`config.mk`:
```
export PLATFORM = sky130hd
export DESIGN_NAME = bat_amateur_bus_arbiter
export DESIGN_NICKNAME = d
export VERILOG_FILES = /design/src/rtl/bat_amateur_bus_arbiter.sv
export SDC_FILE = /design/constraint.sdc
export NUM_CORES = 1
export LEC_CHECK = 0
export ABC_AREA = 1
export CAP_MARGIN = 25
export CORE_ASPECT_RATIO = 1.2
export CORE_UTILIZATION = 51
export DETAILED_ROUTE_END_ITERATION = 8
export PLACE_DENSITY = 0.74
export SLEW_MARGIN = 5
export SYNTH_ARGS = -nofsm -noshare
export SYNTH_HDL_FRONTEND = slang
export SYNTH_SLANG_ARGS = --single-unit
```
`constraint.sdc`:
```
create_clock -name CLK -period 2.3 [get_ports CLK]
set_clock_uncertainty 0.15 [all_clocks]
set_input_delay 0.23 -clock CLK [delete_from_list [all_inputs] [get_ports CLK]]
set_output_delay 0.23 -clock CLK [all_outputs]
set_load 0.01 [all_outputs]
```
`src/rtl/bat_amateur_bus_arbiter.sv`:
```
// Round-robin bus/RAM arbiter with a one-cycle turnaround between owners.
// Optional forced release after HOLD_MAX grant cycles: define ARB_TIMEOUT_EN.
module bat_amateur_bus_arbiter #(
    parameter  int NUM_REQ  = 4,
    parameter  int HOLD_MAX = 16,
    localparam int IDXW     = $clog2(NUM_REQ)
) (
    input  logic               CLK,
    input  logic               RST,
    input  logic [NUM_REQ-1:0] REQ,
    output logic [NUM_REQ-1:0] GNT,
    output logic               BUS_EN,
    output logic [IDXW-1:0]    OWNER,
    output logic               CPU_STALL,
    output logic               TIMEOUT
);

    typedef enum logic [1:0] {IDLE, GRANT, TURN} state_t;

    state_t             state_q, state_d;
    logic [NUM_REQ-1:0] gnt_q, gnt_d;
    logic               bus_en_q;
    logic [IDXW-1:0]    owner_q, owner_d;
    logic [IDXW-1:0]    ptr_q, ptr_d;
    logic [IDXW-1:0]    win;
    logic [IDXW-1:0]    idx;
    logic [IDXW-1:0]    owner_next;
    logic               found;
    int                 s;

    generate
        if (NUM_REQ < 2 || HOLD_MAX < 1) begin : g_param_check
            $error("bat_amateur_bus_arbiter: NUM_REQ must be >= 2 and HOLD_MAX >= 1");
        end
    endgenerate

    // First requester at or after ptr, wrapping; NUM_REQ need not be a power of two.
    always_comb begin
        win   = '0;
        idx   = '0;
        found = 1'b0;
        s     = 0;
        for (int i = 0; i < NUM_REQ; i++) begin
            s = int'(ptr_q) + i;
            if (s >= NUM_REQ) s = s - NUM_REQ;
            idx = IDXW'(s);
            if (!found && REQ[idx]) begin
                found = 1'b1;
                win   = idx;
            end
        end
    end

    assign owner_next = (owner_q == IDXW'(NUM_REQ - 1)) ? '0 : owner_q + 1'b1;

`ifdef ARB_TIMEOUT_EN
    localparam int HCW = $clog2(HOLD_MAX + 1);
    logic [HCW-1:0] hold_q, hold_d;
    logic           timeout_q, timeout_d;
`endif

    always_comb begin
        state_d = state_q;
        gnt_d   = gnt_q;
        owner_d = owner_q;
        ptr_d   = ptr_q;
`ifdef ARB_TIMEOUT_EN
        hold_d    = hold_q;
        timeout_d = 1'b0;
`endif
        case (state_q)
            GRANT: begin
                if (!REQ[owner_q]) begin
                    gnt_d   = '0;
                    ptr_d   = owner_next;
                    state_d = TURN;
                end
`ifdef ARB_TIMEOUT_EN
                else if (hold_q == HCW'(HOLD_MAX - 1)) begin
                    gnt_d     = '0;
                    ptr_d     = owner_next;
                    timeout_d = 1'b1;
                    state_d   = TURN;
                end else if (hold_q != HCW'(HOLD_MAX)) begin
                    hold_d = hold_q + 1'b1;
                end
`endif
            end
            default: begin
                if (found) begin
                    gnt_d   = {{(NUM_REQ-1){1'b0}}, 1'b1} << win;
                    owner_d = win;
                    state_d = GRANT;
`ifdef ARB_TIMEOUT_EN
                    hold_d  = '0;
`endif
                end else begin
                    gnt_d   = '0;
                    state_d = IDLE;
                end
            end
        endcase
    end

    always_ff @(posedge CLK or posedge RST) begin
        if (RST) begin
            state_q  <= IDLE;
            gnt_q    <= '0;
            bus_en_q <= 1'b0;
            owner_q  <= '0;
            ptr_q    <= '0;
        end else begin
            state_q  <= state_d;
            gnt_q    <= gnt_d;
            bus_en_q <= |gnt_d;
            owner_q  <= owner_d;
            ptr_q    <= ptr_d;
        end
    end

`ifdef ARB_TIMEOUT_EN
    always_ff @(posedge CLK or posedge RST) begin
        if (RST) begin
            hold_q    <= '0;
            timeout_q <= 1'b0;
        end else begin
            hold_q    <= hold_d;
            timeout_q <= timeout_d;
        end
    end
    assign TIMEOUT = timeout_q;
`else
    assign TIMEOUT = 1'b0;
`endif

    assign GNT       = gnt_q;
    assign BUS_EN    = bus_en_q;
    assign OWNER     = owner_q;
    assign CPU_STALL = REQ[0] & ~gnt_q[0];

endmodule

```
==> results of run 1 <==
## Yosys cell counts, types with 2 or more instances
cell / n
a21oi_1: 2
dfrtp_1: 11
inv_1: 12
inv_2: 2
nand2_1: 34
nand2_2: 13
nand2_4: 4
nand3_1: 10
nand3_2: 5
nor2_1: 6
nor2_2: 2
o21ai_0: 5
## per-stage QoR
stage                     power (mW)  cell area, µm²  utilization
after floorplan                 1.26             845            -
after global placement          1.48             977        0.659
after detailed placement        1.52             977        0.659
after CTS                       1.65            1000        0.677
after global routing            1.81            1000        0.677
final                           1.64            1000        0.677
## layout by cell type (no fill, tap or decap), types with 2 or more instances in the layout
cell type         n
nor2_2            2
clkbuf_4          3
nand3_2           5
inv_2             2
nand2_4           4
nand2_1          34
clkdlybuf4s50_1  13
inv_1            12
o21ai_0           5
dfrtp_1          11
nand2_2          13
a21oi_1           2
nand3_1          10
nor2_1            6
## metal layers
metal / track usage / part of all wire / up-vias
met3: 0.0290 / 0.019 / 3
li1: - / - / 394
met2: 0.413 / 0.49 / 10
met4: 0.103 / 0.016 / 0
met1: 0.281 / 0.47 / 352
met5: 0 / 0 / -
## registers in the layout, summed over array words and instances (netlist names)
signal   flops
BUS_EN       1
ptr_q        2
OWNER        2
GNT          4
state_q      2
## where the power goes
group	switching (mW)	internal [mW]	total [mW]
clock network	0.0652	0.0673	0.133
registers	0.0941	0.284	0.378
logic	0.696	0.434	1.13
## logic make-up (layout without fill, tap and decap cells)
group / count (synthesis) / in the layout / share of synthesized area
compound gates: 8 / 8 / 0.0504
fa+ha+maj: 1 / 1 / 0.0148
buf+inv: 17 / 32 / 0.0889
flops: 11 / 11 / 0.326
other cells: 1 / 1 / 0.00444
simple gates: 78 / 78 / 0.516
## area by class of cell
type,instances,share of cell area
Multi-Input combinational cell,88,0.493
Sequential cell,11,0.274
Timing Repair Buffer,13,0.130
Inverter,15,0.0561
Clock buffer,4,0.0262
Tap cell,17,0.0212
## worst min path at each step
stage,end,slack [ns],cells after the start,from
floorplan,BUS_EN,-0.07,1,RST
global placement,GNT[2],0.34,2,GNT[2]
detailed placement,GNT[3],0.34,2,GNT[3]
CTS,OWNER[0],0.10,2,RST
global route,state_q[0],0.13,2,RST
finish,state_q[1],0.09,2,RST
==> impl_results.md, run 1 <==
* Total gr overflow at 0
* Placed Cells at 144
* #FFs+latches synth at 11
* Unique masters post-synth at 22
* PD cells at 1630 nW/µm²
* Instance count on the critical path at 13
* Fin cells at 148
* Reg2Reg Depth at 13
* Layout cells sized above 1 at 0.244
* Run status: completed
* Multi-input logic area at 494 µm²
* Setup violations, final at 0
* Placed wire-length estimate at 1.35 mm
* Die Y at 46.6 µm
* Async S/R FF share, synth at 1.00
* Reg-to-reg endpoint: BUS_EN
* DRT Wirelength at 1.67 mm
* CP max stage delay at 0.60 ns
* IO buf count at 13
* CP max-delay cell: dfrtp_1
* Antenna violations before repair at 0
* Synthesized cell area at 845 µm²
* Largest net degree at the start of global routing at 13
* FF-to-FF Start: ptr_q[0]
* Global-route wire length before repair at 2.90 mm
* FF-to-FF setup slack at 0.26 ns
* Iteration-0 DRC Markers at 21
* Fmax at 0.490 GHz
* Htree depth at 1
* Critical path startpoint category: flop
* DR pass1 iterations at 4
* Mean area per synthesized cell at 7.28 µm²
* Final nets at 139
* Initial Util at 0.570
* CP Cell Sequence: inv_2, nand2_1, nand3_2, nand2_4, clkinv_1, nand2_1, nand2_1, nand2_1, nand3_1, nand3_1, nand2_2, nor2_1, nand2_1
* Worst-path clk slew at 0.07 ns
* Post-synthesis sequential area ratio at 0.326
* Row cnt at 15
* Crit-path max FO at 12
* Max-slew violations at 0
* Post-route minimum period at 2.04 ns
* Worst Setup SP: ptr_q[0]
* I/O pin count at 15
* Area leader, netlist: dfrtp_1
* Vias in the first global route at 708
* Pre-CTS setup slack at 0.246 ns
* Primary FF master, synth: dfrtp_1
* TNS Setup at 0 ns
* Clk sinks at 11
* Core Area at 1480 µm²
* CTS Buf Count at 3
* Worst Path Buf+Inv at 2
* Tcrit/Tclk final at 0.887
* MaxCap Viol Count at 0
* Gr usage total at 0.235
* Clock Latency Late Sink at 0.27 ns
* Post-CTS sizing at 0
* DIE WIDTH at 39.2 µm
* CTS root buf: clkbuf_4
* CTS tree: yes
* CP Class: reg -> reg
* VDD IR-drop max at 819 µV
* Synthesis Warnings at 0
* Crit path DAT at 2.06 ns
* Cells after Synth at 116
* Hold buffer count at cts at 0
* Crit. End Element: flop
* Worst setup path end: BUS_EN
* Via count at 759
* Setup ws final at 0.259 ns
* Share of the synthesized area in the top cell type at 0.326
* Synth Net Count at 123
* Lkg Pwr at 0.540 nW
* Top delay family on crit path: simple AND/OR/NAND/NOR gates
* EDFF count, synth at 0
* WL/cell at 11.3 µm
* RSZ-0062 raised after global routing: no
* Antenna cells at 0
* Register Area at 275 µm²
* Setup repair bufs after CTS at 0
* Die footprint at 1820 µm²
* Synth area leaders: dfrtp_1 (33%), nand2_1 (15%), nand2_2 (9.6%), nand3_1 (5.9%), nand3_2 (5.9%)
* Endpoints failing hold at 0
* Area delta synth->final at 18.8%
* Drc violations at 0
* Req. time, crit path at 2.32 ns
* Hold WS at 0.0884 ns
* Hold crit path type: in -> async
* FILL cells at 126
* Post-route antenna net violation count at 0
* CP most frequent cell: nand2_1
* Max Root-Sink Buffers at 2
* Via density at 5.13
* Routability-driven placement congestion ratio at 0.717
Note: power is estimated with default switching activity, not from simulation.
==> run 2, diff against run 1 <==
CORE_UTILIZATION = 45   (was 51)
PLACE_DENSITY = 0.66   (was 0.74)
==> run 2 against run 1 <==
First-iteration DRC count down 48%. Critical path depth unchanged. Hold slack improved by 0.017 ns. Cell count increased by 1.4%. Register-to-register slack better by 0.17 ns. Cell area increased by 0.87%. Largest cell class unchanged. Worst setup slack improved by 0.17 ns. Critical endpoint unchanged. Clock power fell by 6%. Sequential power decreased by 5%. Total power fell by 0.67%. Sequential share of layout area is 0.24 points lower. Count of clock-buffer cells in the layout unchanged.
==> impl_results.md, run 2 (synthesis results as in run 1) <==
* Htree depth at 1 (unchanged)
* Critical path startpoint category: flop (unchanged)
* Hold crit path type: in -> async (unchanged)
* Leading cell type in the layout, fill and taps excluded: nand2_1 (unchanged)
* PD cells at 1610 nW/µm² (was 1630 nW/µm²)
* CP Cell Sequence: buf_4, nand2_1, nand2_4, nand2_4, nand2_4, nor2_8, nand3_1, nand2_1, nand2_2, nand3_2, nand2_2, nor2_1, nand2_1 (was inv_2, nand2_1, nand3_2, nand2_4, clkinv_1, nand2_1, nand2_1, nand2_1, nand3_1, nand3_1, nand2_2, nor2_1, nand2_1)
* Area delta synth->final at 19.9% (was 18.8%)
* Clock Latency Late Sink at 0.26 ns (was 0.27 ns)
* Reg2Reg Depth at 13 (unchanged)
* Crit path DAT at 1.87 ns (was 2.06 ns)
* Most frequent cells in the layout: nand2_1 (34), nand2_2 (13), clkdlybuf4s50_1 (13) (unchanged)
* CP max-delay cell: dfrtp_1 (unchanged)
* Row cnt at 16 (was 15)
* Req. time, crit path at 2.30 ns (was 2.32 ns)
* Die Y at 49.5 µm (was 46.6 µm)
* Setup violations, final at 0 (unchanged)
* Max-slew violations at 0 (unchanged)
* Layout cells sized above 1 at 0.250 (was 0.244)
* Final nets at 140 (was 139)
* MaxCap Viol Count at 0 (unchanged)
* Largest net degree at the start of global routing at 12 (was 13)
* CP Class: reg -> reg (unchanged)
* Vias in the first global route at 663 (was 708)
* CTS tree: yes (unchanged)
* Initial Util at 0.496 (was 0.570)
* Tcrit/Tclk final at 0.814 (was 0.887)
* Setup repair bufs after CTS at 0 (unchanged)
* Via count at 725 (was 759)
* Core Area at 1700 µm² (was 1480 µm²)
* RSZ-0062 raised after global routing: no (unchanged)
* Final core utilization at 0.595 (was 0.677)
* DRT Wirelength at 1.59 mm (was 1.67 mm)
* CTS root buf: clkbuf_4 (unchanged)
* Total gr overflow at 0 (unchanged)
* Reg-to-reg endpoint: BUS_EN (unchanged)
* Placed wire-length estimate at 1.32 mm (was 1.35 mm)
* DIE WIDTH at 41.5 µm (was 39.2 µm)
* Worst-path clk slew at 0.06 ns (was 0.07 ns)
* Clk sinks at 11 (unchanged)
* IO buf count at 13 (unchanged)
* Gr usage total at 0.171 (was 0.235)
* FF-to-FF Start: ptr_q[0] (unchanged)
* Max reg flops at 4 (unchanged)
* Antenna cells at 0 (unchanged)
* I/O pin count at 15 (unchanged)
* WL/cell at 10.6 µm (was 11.3 µm)
* Via density at 4.83 (was 5.13)
* Lkg Pwr at 0.545 nW (was 0.540 nW)
* Fmax at 0.534 GHz (was 0.490 GHz)
* Die footprint at 2050 µm² (was 1820 µm²)
* TNS Setup at 0 ns (unchanged)
* CTS Buf Count at 3 (unchanged)
* Global-route wire length before repair at 2.81 mm (was 2.90 mm)
* Post-route minimum period at 1.87 ns (was 2.04 ns)
* Drc violations at 0 (unchanged)
* CP max stage delay at 0.43 ns (was 0.60 ns)
* Fin cells at 150 (was 148)
* Post-CTS sizing at 0 (unchanged)
* FF-to-FF setup slack at 0.43 ns (was 0.26 ns)
* Routability-driven placement congestion ratio at 0.745 (was 0.717)
* Iteration-0 DRC Markers at 11 (was 21)
* Antenna violations before repair at 0 (unchanged)
* Max Root-Sink Buffers at 2 (unchanged)
* Crit. End Element: flop (unchanged)
* Crit-path max FO at 9 (was 12)
* Hold buffer count at cts at 0 (unchanged)
* Post-route antenna net violation count at 0 (unchanged)
* Placed Cells at 146 (was 144)
* Endpoints failing hold at 0 (unchanged)
* VDD IR-drop max at 746 µV (was 819 µV)
* Run status: completed (unchanged)
* DR pass1 iterations at 3 (was 4)
[run 2: cell types whose count changed in the layout (fill, tap and decap cells not counted)]
cell	change
buf_4	+1
[run 2: layout make-up]
cell class	instances	area (µm²)
fillers	171	689
flip-flops and latches	11	275
multi-input cells	88	494
well taps	18	22.5
repair buffers	14	138
inverters	15	56.3
clock buffers	4	26.3
[run 2: metal layers]
metal,vias up,wire [µm],track usage
li1,394,-,-
met1,321,751,0.228
met2,8,787,0.289
met3,2,36,0.0110
met4,0,12,0.0645
met5,-,0,0
[run 2: through the flow]
stage	setup slack (ns)	area [µm²]	hold WS [ns]	total power, mW
global route	0.305	1010	0.153	1.79
CTS	0.407	1010	0.110	1.65
global placement	0.281	986	0.340	1.50
finish	0.428	1010	0.106	1.63
detailed placement	0.236	986	0.351	1.52
floorplan	0.638	845	-0.0676	1.26
[run 2: worst max path at each step]
stage	startpoint	slack, ns	depth (start not counted)	endpoint
4_1_cts	ptr_q[0]	0.41	13	BUS_EN
2_1_floorplan	ptr_q[0]	0.64	13	BUS_EN
3_3_place_gp	REQ[3]	0.28	14	BUS_EN
6_report	ptr_q[0]	0.43	13	BUS_EN
3_5_place_dp	REQ[3]	0.24	14	BUS_EN
5_1_grt	ptr_q[0]	0.31	13	BUS_EN
[run 2: where the power goes]
part / total (mW) / switching (mW) / internal, mW
sequential: 0.360 / 0.0761 / 0.284
combinational: 1.14 / 0.699 / 0.445
clock: 0.125 / 0.0581 / 0.0670
[run 2: critical path, delay by kind of cell (launching register included)]
kind	cells	cell delay, ns
AND/OR/NAND/NOR	12	1.00
buffers and inverters	1	0.19
flip-flops	1	0.43
==> run 3, diff against run 2 <==
clock period = 1.95 ns   (was 2.3 ns; I/O delays follow)
==> run 3 against run 2 <==
Worst setup slack lost 0.34 ns. Die area unchanged. Cell count grew 4.7%. First-iteration DRC count down 9.1%. Count of clock-buffer cells in the layout unchanged. Critical endpoint is now CPU_STALL. Flip-flop and latch count did not move. Combinational power is 35% higher. Global-route usage up 1.2 points. Sequential share of layout area is 2.2 points lower. Critical path depth decreased by 8.
==> impl_results.md, run 3 (synthesis results as in run 1) <==
* Reg-to-reg endpoint: BUS_EN (unchanged)
* DR pass1 iterations at 4 (was 3)
* Switching Share at 0.505 (was 0.511)
* CP most frequent cell: clkdlybuf4s50_1
* Pre-CTS setup slack at -0.0775 ns (was 0.236 ns)
* Total power at 2.13 mW (was 1.63 mW)
* Endpoints failing hold at 0 (unchanged)
* Flop pwr share at 0.201 (was 0.221)
* FILL cells at 160 (was 171)
* Internal power at 1.05 mW (was 0.796 mW)
* Antenna cells at 0 (unchanged)
* Vias in the first global route at 745 (was 663)
* Max-slew violations at 0 (unchanged)
* CP Class: in -> out (was reg -> reg)
* Antenna violations before repair at 0 (unchanged)
* Run status: completed (unchanged)
* Leading cell type in the layout, fill and taps excluded: nand2_1 (unchanged)
* Critical path startpoint category: input pin (was flop)
* Die Y at 49.5 µm (unchanged)
* Htree depth at 1 (unchanged)
* Placed cell area at 1020 µm² (was 986 µm²)
* FF-to-FF Start: ptr_q[0] (unchanged)
* CP max stage delay at 0.56 ns (was 0.43 ns)
* Via count at 765 (was 725)
* Comb power frac at 0.724 (was 0.702)
* CTS root buf: clkbuf_4 (unchanged)
* Gr usage total at 0.183 (was 0.171)
* Final nets at 147 (was 140)
* Area delta synth->final at 31.0% (was 19.9%)
* Via density at 4.87 (was 4.83)
* Clk sinks at 11 (unchanged)
* Setup ws final at 0.0893 ns (was 0.428 ns)
* Max reg flops at 4 (unchanged)
* Iteration-0 DRC Markers at 10 (was 11)
* Hold buffer count at cts at 0 (unchanged)
* Row cnt at 16 (unchanged)
* Post-route antenna net violation count at 0 (unchanged)
* CTS tree: yes (unchanged)
* Largest net degree at the start of global routing at 12 (unchanged)
* VDD IR-drop max at 914 µV (was 746 µV)
* DRT Wirelength at 1.72 mm (was 1.59 mm)
* RSZ-0062 raised after global routing: no (unchanged)
* CP Cell Sequence: clkdlybuf4s50_1, inv_1, buf_4, nor2_1, clkdlybuf4s50_1 (was buf_4, nand2_1, nand2_4, nand2_4, nand2_4, nor2_8, nand3_1, nand2_1, nand2_2, nand3_2, nand2_2, nor2_1, nand2_1)
* I/O pin count at 15 (unchanged)
* CP max-delay cell: clkdlybuf4s50_1 (was dfrtp_1)
* Max Root-Sink Buffers at 2 (unchanged)
* Fmax at 0.537 GHz
* Hold crit path type: in -> async (unchanged)
* Crit path DAT at 1.52 ns (was 1.87 ns)
* Clock Latency Late Sink at 0.27 ns (was 0.26 ns)
* NetSw at 1.07 mW (was 0.833 mW)
* Crit. End Element: primary output (was flop)
* Clock power share at 0.074 (was 0.077)
* FF-to-FF setup slack at 0.13 ns (was 0.43 ns)
* Tcrit/Tclk final at 0.954
* Final Cell Area at 1110 µm² (was 1010 µm²)
* DIE WIDTH at 41.5 µm (unchanged)
* CTS Buf Count at 3 (unchanged)
* Initial Util at 0.496 (unchanged)
* MaxCap Viol Count at 0 (unchanged)
* Worst-path clk slew at 0.07 ns (was 0.06 ns)
* Reg2Reg Depth at 13 (unchanged)
* Hold WS at 0.0535 ns (was 0.106 ns)
* Register Area at 277 µm² (was 275 µm²)
* Drc violations at 0 (unchanged)
* Most frequent cells in the layout: nand2_1 (32), nand2_2 (15), clkdlybuf4s50_1 (13) (was nand2_1 (34), nand2_2 (13), clkdlybuf4s50_1 (13))
* WL/cell at 10.9 µm (was 10.6 µm)
* IO buf count at 13 (unchanged)
* Post-route minimum period at 1.86 ns
* PD cells at 1920 nW/µm² (was 1610 nW/µm²)
* Core Area at 1700 µm² (unchanged)
* Global-route wire length before repair at 2.98 mm (was 2.81 mm)
* Lkg Pwr at 0.587 nW (was 0.545 nW)
* Multi-input logic area at 520 µm² (was 494 µm²)
* Total gr overflow at 0 (unchanged)
* Req. time, crit path at 1.60 ns (was 2.30 ns)
* Placed wire-length estimate at 1.38 mm (was 1.32 mm)
* Routability-driven placement congestion ratio at 0.786 (was 0.745)
* Crit-path max FO at 2 (was 9)
* Die footprint at 2050 µm² (unchanged)
* Setup violations, final at 0 (unchanged)
* Layout cells sized above 1 at 0.353 (was 0.250)
==> run 3: cell types whose count changed in the layout (fill, tap and decap cells not counted), sizes merged <==
cell,delta
clkinvlp,+1
clkinv,-1
buf,+7
==> run 3: worst max-delay path by stage <==
stage,from,end,slack (ns),cells past startpoint
4_1_cts,REQ[0],CPU_STALL,0.09,5
3_3_place_gp,REQ[3],BUS_EN,-0.04,14
3_5_place_dp,REQ[3],BUS_EN,-0.08,14
6_report,REQ[0],CPU_STALL,0.09,5
2_1_floorplan,ptr_q[0],BUS_EN,0.29,13
5_1_grt,ptr_q[0],BUS_EN,0.003,13
==> run 3: layout make-up <==
cell class                 instances  share of cell area
multi-input combinational         88               0.471
clock buffer                       4              0.0238
inverter                          15              0.0566
tap                               18              0.0204
timing repair buffer              21               0.179
sequential                        11               0.250
==> run 3: layer usage <==
layer  track usage  wire, µm  vias to the layer above
li1              -         -                      412
met1         0.231       828                      337
met2         0.307       816                       11
met3        0.0220        34                        5
met4        0.0860        34                        0
met5             0         0                        -
==> run 3: worst max-delay path: cells and delay by family <==
family / cells / cell delay [ns]
buffers and inverters: 4 / 1.23
AND/OR/NAND/NOR: 1 / 0.09
==> run 3: timing repair <==
item / CTS / global route
endpoints found under the setup margin: 0 / 1
resized for setup: 0 / 12
setup buffers: 0 / 2
==> run 3: stage by stage <==
step / util / instances / setup TNS [ns]
global route: 0.650 / 157 / 0
floorplan: - / 116 / 0
CTS: 0.617 / 155 / 0
finish: 0.650 / 157 / 0
detailed placement: 0.601 / 151 / -0.0775
global placement: 0.601 / 151 / -0.0402
==> run 3: power groups by stage <==
stage                     Sequential, mW  Clock, mW  Combinational (mW)
after floorplan                    0.432          0                1.05
after global placement             0.420          0                1.40
after detailed placement           0.421          0                1.42
after CTS                          0.418      0.161                1.43
after global routing               0.437      0.172                1.71
final                              0.428      0.158                1.54
